`src/rtl/cpu_pkg.sv`:
```
// Shared types for the cpu_core slice: opcodes, branch conditions, FSM states
// and instruction field positions.
package cpu_pkg;

    typedef enum logic [3:0] {
        OP_NOP = 4'd0,
        OP_MOV = 4'd1,
        OP_NOT = 4'd2,
        OP_ADD = 4'd3,
        OP_SUB = 4'd4,
        OP_AND = 4'd5,
        OP_OR  = 4'd6,
        OP_XOR = 4'd7,
        OP_SHR = 4'd8,
        OP_SHL = 4'd9,
        OP_ROL = 4'd10,
        OP_ASR = 4'd11,
        OP_LD  = 4'd12,
        OP_ST  = 4'd13,
        OP_BR  = 4'd14,
        OP_LDI = 4'd15
    } op_t;

    typedef enum logic [2:0] {
        BR_AL   = 3'd0,
        BR_Z    = 3'd1,
        BR_NZ   = 3'd2,
        BR_N    = 3'd3,
        BR_C    = 3'd4,
        BR_CALL = 3'd5,
        BR_RET  = 3'd6,
        BR_HALT = 3'd7
    } cond_t;

    typedef enum logic [1:0] {
        ST_FETCH = 2'd0,
        ST_EXEC  = 2'd1,
        ST_MEM   = 2'd2,
        ST_HALT  = 2'd3
    } state_t;

    localparam int OP_HI  = 15;
    localparam int OP_LO  = 12;
    localparam int RD_HI  = 11;
    localparam int RD_LO  = 9;
    localparam int RA_HI  = 8;
    localparam int RA_LO  = 6;
    localparam int RB_HI  = 5;
    localparam int RB_LO  = 3;
    localparam int IMM_HI = 8;

    // Ops 1..11 go through the ALU and are the only ones that touch the flags.
    function automatic logic is_alu(input op_t op);
        return (op >= OP_MOV) && (op <= OP_ASR);
    endfunction

endpackage

```
`src/rtl/cpu_alu.sv`:
```
// Combinational ALU for cpu_core: result plus Z/N/C for ops MOV..ASR.
module cpu_alu
    import cpu_pkg::*;
#(
    parameter int DW = 16
) (
    input  op_t           op,
    input  logic [DW-1:0] a,
    input  logic [DW-1:0] b,
    output logic [DW-1:0] result,
    output logic          z,
    output logic          n,
    output logic          c
);

    always_comb begin
        result = '0;
        c      = 1'b0;
        case (op)
            OP_MOV: result = a;
            OP_NOT: result = ~a;
            OP_ADD: {c, result} = {1'b0, a} + {1'b0, b};
            // c is the borrow out of the subtraction
            OP_SUB: {c, result} = {1'b0, a} - {1'b0, b};
            OP_AND: result = a & b;
            OP_OR:  result = a | b;
            OP_XOR: result = a ^ b;
            OP_SHR: begin
                result = {1'b0, a[DW-1:1]};
                c      = a[0];
            end
            OP_SHL: begin
                result = {a[DW-2:0], 1'b0};
                c      = a[DW-1];
            end
            OP_ROL: begin
                result = {a[DW-2:0], a[DW-1]};
                c      = a[DW-1];
            end
            OP_ASR: begin
                result = {a[DW-1], a[DW-1:1]};
                c      = a[0];
            end
            default: begin
                result = '0;
                c      = 1'b0;
            end
        endcase
        z = (result == '0);
        n = result[DW-1];
    end

endmodule

```
`src/rtl/cpu_core.sv`:
```
// Multi-cycle 8-register CPU core with a single request/ack memory port.
// Optional CALL/RET branch conditions are built when CPU_CORE_CALL_EN is defined.
module cpu_core
    import cpu_pkg::*;
#(
    parameter int             DW       = 16,
    parameter int             AW       = 12,
    parameter logic [AW-1:0]  RESET_PC = '0
) (
    input  logic          CLK_n,
    input  logic          RST,
    output logic [AW-1:0] mem_addr,
    output logic [DW-1:0] mem_wdata,
    input  logic [DW-1:0] mem_rdata,
    output logic          mem_req,
    output logic          mem_we,
    input  logic          mem_ack,
    output logic          halted,
    output logic [AW-1:0] dbg_pc,
    output state_t        dbg_state,
    output logic [2:0]    dbg_flags
);

    // Memory handshake: mem_req/mem_addr/mem_we/mem_wdata are registered and held
    // stable until a cycle with mem_req && mem_ack; that rising edge completes the
    // transaction (read data sampled there) and the next request may start at once.

    state_t        state;
    logic [AW-1:0] pc;
    logic [15:0]   inst;
    logic [DW-1:0] regs [8];
    logic          fz, fn, fc;
`ifdef CPU_CORE_CALL_EN
    logic [AW-1:0] sp;
`endif

    op_t           op;
    cond_t         cond;
    logic [2:0]    rd, ra, rb;
    logic [DW-1:0] a_val, b_val;
    logic [DW-1:0] alu_res;
    logic          alu_z, alu_n, alu_c;
    logic          taken;
    logic          unused_inst;

    assign op          = op_t'(inst[OP_HI:OP_LO]);
    assign cond        = cond_t'(inst[RD_HI:RD_LO]);
    assign rd          = inst[RD_HI:RD_LO];
    assign ra          = inst[RA_HI:RA_LO];
    assign rb          = inst[RB_HI:RB_LO];
    assign a_val       = regs[ra];
    assign b_val       = regs[rb];
    assign unused_inst = ^inst[RB_LO-1:0];

    assign dbg_pc      = pc;
    assign dbg_state   = state;
    assign dbg_flags   = {fz, fn, fc};

    cpu_alu #(.DW(DW)) u_alu (
        .op     (op),
        .a      (a_val),
        .b      (b_val),
        .result (alu_res),
        .z      (alu_z),
        .n      (alu_n),
        .c      (alu_c)
    );

    always_comb begin
        taken = 1'b0;
        case (cond)
            BR_AL:   taken = 1'b1;
            BR_Z:    taken = fz;
            BR_NZ:   taken = ~fz;
            BR_N:    taken = fn;
            BR_C:    taken = fc;
            default: taken = 1'b0;
        endcase
    end

    always_ff @(posedge CLK_n) begin
        if (RST) begin
            state     <= ST_FETCH;
            pc        <= RESET_PC;
            inst      <= '0;
            fz        <= 1'b0;
            fn        <= 1'b0;
            fc        <= 1'b0;
            for (int i = 0; i < 8; i++) regs[i] <= '0;
            mem_req   <= 1'b0;
            mem_we    <= 1'b0;
            mem_addr  <= RESET_PC;
            mem_wdata <= '0;
            halted    <= 1'b0;
`ifdef CPU_CORE_CALL_EN
            sp        <= '0;
`endif
        end else begin
            case (state)
                ST_FETCH: begin
                    // mem_req is low here only on the first cycle out of reset
                    if (!mem_req) begin
                        mem_req  <= 1'b1;
                        mem_we   <= 1'b0;
                        mem_addr <= pc;
                    end else if (mem_ack) begin
                        inst    <= mem_rdata[15:0];
                        pc      <= pc + 1'b1;
                        mem_req <= 1'b0;
                        state   <= ST_EXEC;
                    end
                end
                ST_EXEC: begin
                    state    <= ST_FETCH;
                    mem_req  <= 1'b1;
                    mem_we   <= 1'b0;
                    mem_addr <= pc;
                    if (is_alu(op)) begin
                        regs[rd] <= alu_res;
                        fz       <= alu_z;
                        fn       <= alu_n;
                        fc       <= alu_c;
                    end
                    case (op)
                        OP_LDI: regs[rd] <= DW'(inst[IMM_HI:0]);
                        OP_LD: begin
                            state    <= ST_MEM;
                            mem_addr <= a_val[AW-1:0];
                        end
                        OP_ST: begin
                            state     <= ST_MEM;
                            mem_addr  <= a_val[AW-1:0];
                            mem_we    <= 1'b1;
                            mem_wdata <= b_val;
                        end
                        OP_BR: begin
                            case (cond)
                                BR_HALT: begin
                                    state   <= ST_HALT;
                                    mem_req <= 1'b0;
                                    halted  <= 1'b1;
                                end
`ifdef CPU_CORE_CALL_EN
                                BR_CALL: begin
                                    // pc already points past the CALL: that is the return address
                                    state     <= ST_MEM;
                                    sp        <= sp - 1'b1;
                                    mem_addr  <= sp - 1'b1;
                                    mem_we    <= 1'b1;
                                    mem_wdata <= DW'(pc);
                                    pc        <= a_val[AW-1:0];
                                end
                                BR_RET: begin
                                    state    <= ST_MEM;
                                    mem_addr <= sp;
                                end
`endif
                                default: begin
                                    if (taken) begin
                                        pc       <= a_val[AW-1:0];
                                        mem_addr <= a_val[AW-1:0];
                                    end
                                end
                            endcase
                        end
                        default: ;
                    endcase
                end
                ST_MEM: begin
                    if (mem_ack) begin
                        state    <= ST_FETCH;
                        mem_req  <= 1'b1;
                        mem_we   <= 1'b0;
                        mem_addr <= pc;
                        if (op == OP_LD) regs[rd] <= mem_rdata;
`ifdef CPU_CORE_CALL_EN
                        if (op == OP_BR && cond == BR_RET) begin
                            pc       <= mem_rdata[AW-1:0];
                            mem_addr <= mem_rdata[AW-1:0];
                            sp       <= sp + 1'b1;
                        end
`endif
                    end
                end
                ST_HALT: begin
                    mem_req <= 1'b0;
                    halted  <= 1'b1;
                end
                default: state <= ST_FETCH;
            endcase
        end
    end

endmodule

```
`config.mk`:
```
export PLATFORM = sky130hd
export DESIGN_NAME = cpu_core
export DESIGN_NICKNAME = d
export VERILOG_FILES = /design/src/rtl/cpu_pkg.sv /design/src/rtl/cpu_alu.sv /design/src/rtl/cpu_core.sv
export SDC_FILE = /design/constraint.sdc
export NUM_CORES = 1
export LEC_CHECK = 0
export BUFFER_PORTS_ARGS = -buffer_cell sky130_fd_sc_hd__buf_2
export CELL_PAD_IN_SITES_DETAIL_PLACEMENT = 0
export CELL_PAD_IN_SITES_GLOBAL_PLACEMENT = 2
export CORE_AREA = 2 2 182 184
export DETAILED_ROUTE_END_ITERATION = 16
export DIE_AREA = 0 0 184 186
export PLACE_DENSITY_LB_ADDON = 0.1
export SYNTH_ARGS = -nofsm -noshare
export SYNTH_HDL_FRONTEND = slang
export SYNTH_SLANG_ARGS = --single-unit
```
`constraint.sdc`:
```
create_clock -name CLK_n -period 6.8 [get_ports CLK_n]
set_clock_uncertainty 0.15 [all_clocks]
set_input_delay 0.68 -clock CLK_n [delete_from_list [all_inputs] [get_ports CLK_n]]
set_output_delay 0.68 -clock CLK_n [all_outputs]
set_load 0.02 [all_outputs]
```
* Yosys cells after proc, flatten, opt, wreduce, memory -nomap -nowiden
Memory sizes are Yosys's and may differ from the RTL's. A register that Yosys moved wholly into a read port is not among the register bits.
Cells that the tools add are included.
** Word-level totals
- Input port bits :: 19
- Bits in writable memories :: 128
- Memories kept :: 1
- Register bits :: 64
- Output and inout bits :: 48
** Operators by class
- Add/subtract/negate cells :: 3
- Order comparisons :: 2
- Equal/unequal tests :: 29
- Reductions and logical operators :: 18
- Bitwise operators :: 7
- Multiplexer cells :: 56
** Memory list
- regs :: depth 8, width 16, rd ports 2, clocked after memory_dff 2, write ports 8, RTL line cpu_core.sv:31 : logic [DW-1:0] regs [8];
** Operators with widths (number)
- $pmux W16 S11 :: 1
- $mux W12 :: 7
- $mux W16 :: 3
- $pmux W12 S2 :: 2
- $pmux W12 S3 :: 1
- $eq A4 B4 Y1 const B :: 8
- $mux W1 :: 26
- $add A16 B16 Y17 :: 1
- $sub A16 B16 Y17 :: 1
- $and A16 B16 Y16 :: 1
- $eq A4 B3 Y1 const B :: 4
- $logic_not A16 Y1 :: 1
- $not A16 Y16 :: 1
- $or A16 B16 Y16 :: 1
- $reduce_or A16 Y1 :: 1
- $xor A16 B16 Y16 :: 1
- $mux W3 :: 5
- $add A12 B1 Y12 const B :: 1
- $ne A2 B2 Y1 const B :: 6
- $reduce_and A3 Y1 :: 3
- $eq A4 B2 Y1 const B :: 2
- $mux W2 :: 4
- $pmux W1 S4 :: 2
- $reduce_and A4 Y1 :: 2
- 22 further kinds :: 30

* Logic depth before layout (Yosys ltp)
- Depth in word-level cells :: 10
- Depth in mapped cells :: 20
- Depth with buffers taken out :: 17

* Modules after synthesis
A second synthesis with hierarchy kept.
** Second synthesis, totals
- Cell total of the unflattened synthesis :: 1364
- Area total of the unflattened synthesis :: 13761.9 um^2
** Modules (own cells, without submodules)
- cpu_core :: sequential area each 5245.0 um^2, area an instance 10247.3 um^2, cells each 865, times used 1
- cpu_alu :: sequential area each 0.0 um^2, area an instance 3514.6 um^2, cells each 499, times used 1

* Worst setup path before layout
OpenSTA, ideal clock, no wires.
- Path type :: register -> register
- Start point :: reg with a tool-made name
- End point :: mem regs[0][9], data pin
- Data arrival time :: 4.556 ns
- Clock period less this slack :: 4.977 ns
- Cell stages (with the launch flop) :: 15
- Path slack :: 1.823 ns
- Path buffers :: 2
- Setup time :: 0.271 ns
- Cells stage by stage :: dfxtp_1 clkbuf_1 buf_1 mux4_2 mux2i_1 ha_1 o21bai_1 nand2_1 o311ai_1 a31oi_1 a311oi_1 a21oi_1 or4_1 a21oi_1 nor2_1
** RTL lines (RTL line)
- end, declared :: cpu_core.sv:31

==> results.sh <==
export IMPL_drive_gt1_share_pct=18.0
export IMPL_fill_cells=3132
export IMPL_synth_area_mux_share_pct=14.9
export IMPL_gr_usage_all_layers_pct=27.0
export IMPL_power_internal_mw=2.26
export IMPL_drv_slew=0
export IMPL_tns_ns=0
export IMPL_grt_busiest_layer="met2"
export IMPL_postRouteWirelength_um=44700
export IMPL_p_clk_share_pct=28.5
export IMPL_routabilityCongestion=0.865
export IMPL_hold_class="flip-flop to flip-flop"
export IMPL_cp_buffers_inverters=1
export IMPL_p_total_mw=3.72
export IMPL_cts_buffer_depth=2
export IMPL_synth_warnings=0
export IMPL_startpoint_type="flip-flop"
export IMPL_status="complete, no violations"
export IMPL_synth_ff_type="edfxtp_1"
export IMPL_rsz0062_at_grt="no"
export IMPL_ant_nets=0
export IMPL_synth_simple_gate_area_share_pct=16.1
export IMPL_die_h_um=186
export IMPL_layout_nets=1408
export IMPL_coreArea_um2=32200
export IMPL_drtIter0Drc=934
export IMPL_leakagePower_nw=5.20
export IMPL_grt_start_max_net_pins=55
export IMPL_htreeDepth=4
export IMPL_crit_arrival_ns=5.74
export IMPL_initial_core_util_pct=39.6
export IMPL_dpl_cell_area_um2=13500
export IMPL_grt_use_met2_pct=46.5
export IMPL_tritoncts="yes"
export IMPL_vias=10548
export IMPL_worstPathRequired_ns=6.96
export IMPL_critPathTopFamily="compound AO/OA/AOI/OAI gates"
export IMPL_vias_per_cell=6.01
export IMPL_cts_resized=0
export IMPL_synth_nets=1374
export IMPL_hpwl_um=32900
export IMPL_p_switching_mw=1.47
export IMPL_synth_top_family_by_area="compound AO/OA/AOI/OAI gates"
export IMPL_yosys_register_bits=198
export IMPL_power_share_combinational_pct=34.0
export IMPL_slowest_stage="dfxtp_2"
export IMPL_fin_util_pct=43.9
export IMPL_synth_cells=1300
export IMPL_core_rowCount=66
export IMPL_relSlewSlack_pct=20.7
export IMPL_area_growth_pct=10.9
export IMPL_ios=67
export IMPL_setup_viol=0
export IMPL_port_buffers=66
export IMPL_critPathKind="flip-flop to flip-flop"
export IMPL_seq_power_share_pct=37.6
export IMPL_worstPathMaxFanout=25
export IMPL_die_area_um2=34200
export IMPL_hold_ws_ns=0.302
export IMPL_routedWlPerCell_um=25.4
export IMPL_finalInstanceArea_um2=14100
export IMPL_overflow=0
export IMPL_synth_compound_area_share_pct=17.2
export IMPL_antenna_found_initial=0
export IMPL_grt_pass1_vias=10336
export IMPL_fmax_mhz=179
export IMPL_synthAdderAreaFrac_pct=5.52
export IMPL_grt_use_met3_pct=3.52
export IMPL_drcViolationCount=0
export IMPL_cap_violations=0
export IMPL_cts_hold_buf=0
export IMPL_ir_drop_v=0.000226
export IMPL_grt_pass1_wl_um=67300
export IMPL_synth_cell_types=84
export IMPL_tightest_slew_ns=1.19
export IMPL_cts_buffers=17
export IMPL_fin_crit_ns=5.57
export IMPL_use_met1_pct=35.6
export IMPL_finalCritPeriodShare_pct=81.9
export IMPL_syn_cell_area_um2=12700
export IMPL_switching_share_pct=39.4
export IMPL_dr_pass1_iters=5
export IMPL_cpPeakStageDelay_ns=0.78
export IMPL_ys_seq_area_share_pct=41.2
export IMPL_end_kind="flip-flop"
export IMPL_clkSinkCount=198
export IMPL_synth_edf_count=128
export IMPL_path_cells="buf_4, mux4_2, mux2i_4, ha_1, o21bai_1, nand2_1, o311ai_1, a31oi_1, a31oi_1, a2111oi_0, or3_1, a21oi_1, a21oi_1, nor2_1"
export IMPL_synth_async_reset_ratio_pct=0
export IMPL_power_density_nw_per_um2=263
export IMPL_hold_viol=0
export IMPL_clk_pin_slew_ns=0.09
export IMPL_die_w_um=184
export IMPL_cts_setup_buffers=0
export IMPL_synth_avg_cell_area_um2=9.80
export IMPL_yosys_area_share_xor_xnor_pct=0.412
export IMPL_cts_root_buf="clkbuf_16"
export IMPL_clk_latency_ns=0.47
[power by group through the flow]
stage / combinational (mW) / sequential [mW] / clock (mW)
2_1_floorplan: 0.844 / 1.42 / 0
4_1_cts: 1.25 / 1.40 / 1.08
3_3_place_gp: 1.26 / 1.42 / 0
6_report: 1.27 / 1.40 / 1.06
5_1_grt: 1.37 / 1.41 / 1.13
3_5_place_dp: 1.25 / 1.43 / 0
[synth_stat cells (20+ instances only)]
cell,number,area [um2]
nor2_1,236,886
edfxtp_1,128,3840
nand2_1,103,387
a21oi_1,86,430
dfxtp_1,70,1400
clkbuf_1,64,240
ha_1,53,663
mux4_2,53,1190
inv_1,52,195
o21ai_0,46,230
mux2i_1,42,420
a211oi_1,41,308
o211ai_1,23,173
nand2b_1,20,125
[worst reg2reg max path, delay by kind of cell (launching register included)]
| kind | cells | cell delay [ns] |
|---|---|---|
| adder cells (fa/ha/maj) | 1 | 0.36 |
| flip-flops | 1 | 0.78 |
| AO/OA/AOI/OAI | 7 | 2.47 |
| buffers and inverters | 1 | 0.32 |
| multiplexers | 2 | 0.72 |
| AND/OR/NAND/NOR | 3 | 0.60 |
[layer usage]
metal	routed length (um)	share of wire (%)	vias up
li1	-	-	4896
met1	19600	44	5251
met2	22000	49	357
met3	2240	5.0	44
met4	903	2.0	0
met5	0	0	-
[layout make-up]
class | count | area, um2 | share of cell area [%]
well taps | 408 | 510 | 3.61
repair buffers | 106 | 631 | 4.46
flip-flops and latches | 198 | 5250 | 37.1
multi-input cells | 953 | 6920 | 49.0
clock inverters | 15 | 180 | 1.27
clock buffers | 17 | 425 | 3.01
diodes | 1 | 2.50 | 0.0177
inverters | 58 | 218 | 1.54
[cell usage in the layout (no fill, tap or decap), drive strengths merged, types with 11 or more instances in the layout]
cell | netlist | layout
a21oi | 86 | 86
inv | 56 | 64
nor2 | 236 | 236
buf | 27 | 106
nor2b | 12 | 12
edfxtp | 128 | 128
a211oi | 42 | 42
nor3 | 18 | 18
a221oi | 18 | 18
mux2i | 48 | 48
ha | 53 | 53
dfxtp | 70 | 70
mux4 | 57 | 57
nand2b | 20 | 20
or2 | 13 | 13
nand2 | 103 | 103
o221ai | 11 | 11
clkbuf | 64 | 17
nand3 | 16 | 16
o211ai | 23 | 23
o21ai | 53 | 53
[final timing paths]
check / depth (start not counted) / endpoint / slack (ns) / start
max: 14 / regs[0][15] / 1.23 / flip-flop
max reg2reg: 14 / regs[0][15] / 1.23 / flip-flop
min reg2reg: 2 / mem_we / 0.30 / mem_we
min: 2 / mem_we / 0.30 / mem_we
[through the flow]
stage          cells  setup slack (ns)
4_1_cts         1755              1.36
2_1_floorplan   1300              1.82
6_report        1756              1.23
5_1_grt         1755             0.881
3_5_place_dp    1723              1.38
3_3_place_gp    1723              1.49
[state kept, by name, summed over array words and instances, names as in the netlist, 2 cells and up, named ones only]
name       flops
dbg_pc        12
dbg_state      2
mem_wdata     16
inst          16
regs         128
mem_addr      12
[cell families after synthesis]
group / Yosys count
adders and majority gates: 55
buffers and inverters: 149
xor gates and xnor gates: 6
and+or+nand+nor: 459
DFF: 198
AOI/OAI and AO/OA: 322
muxes: 111
(Power assumes the default switching activity.)
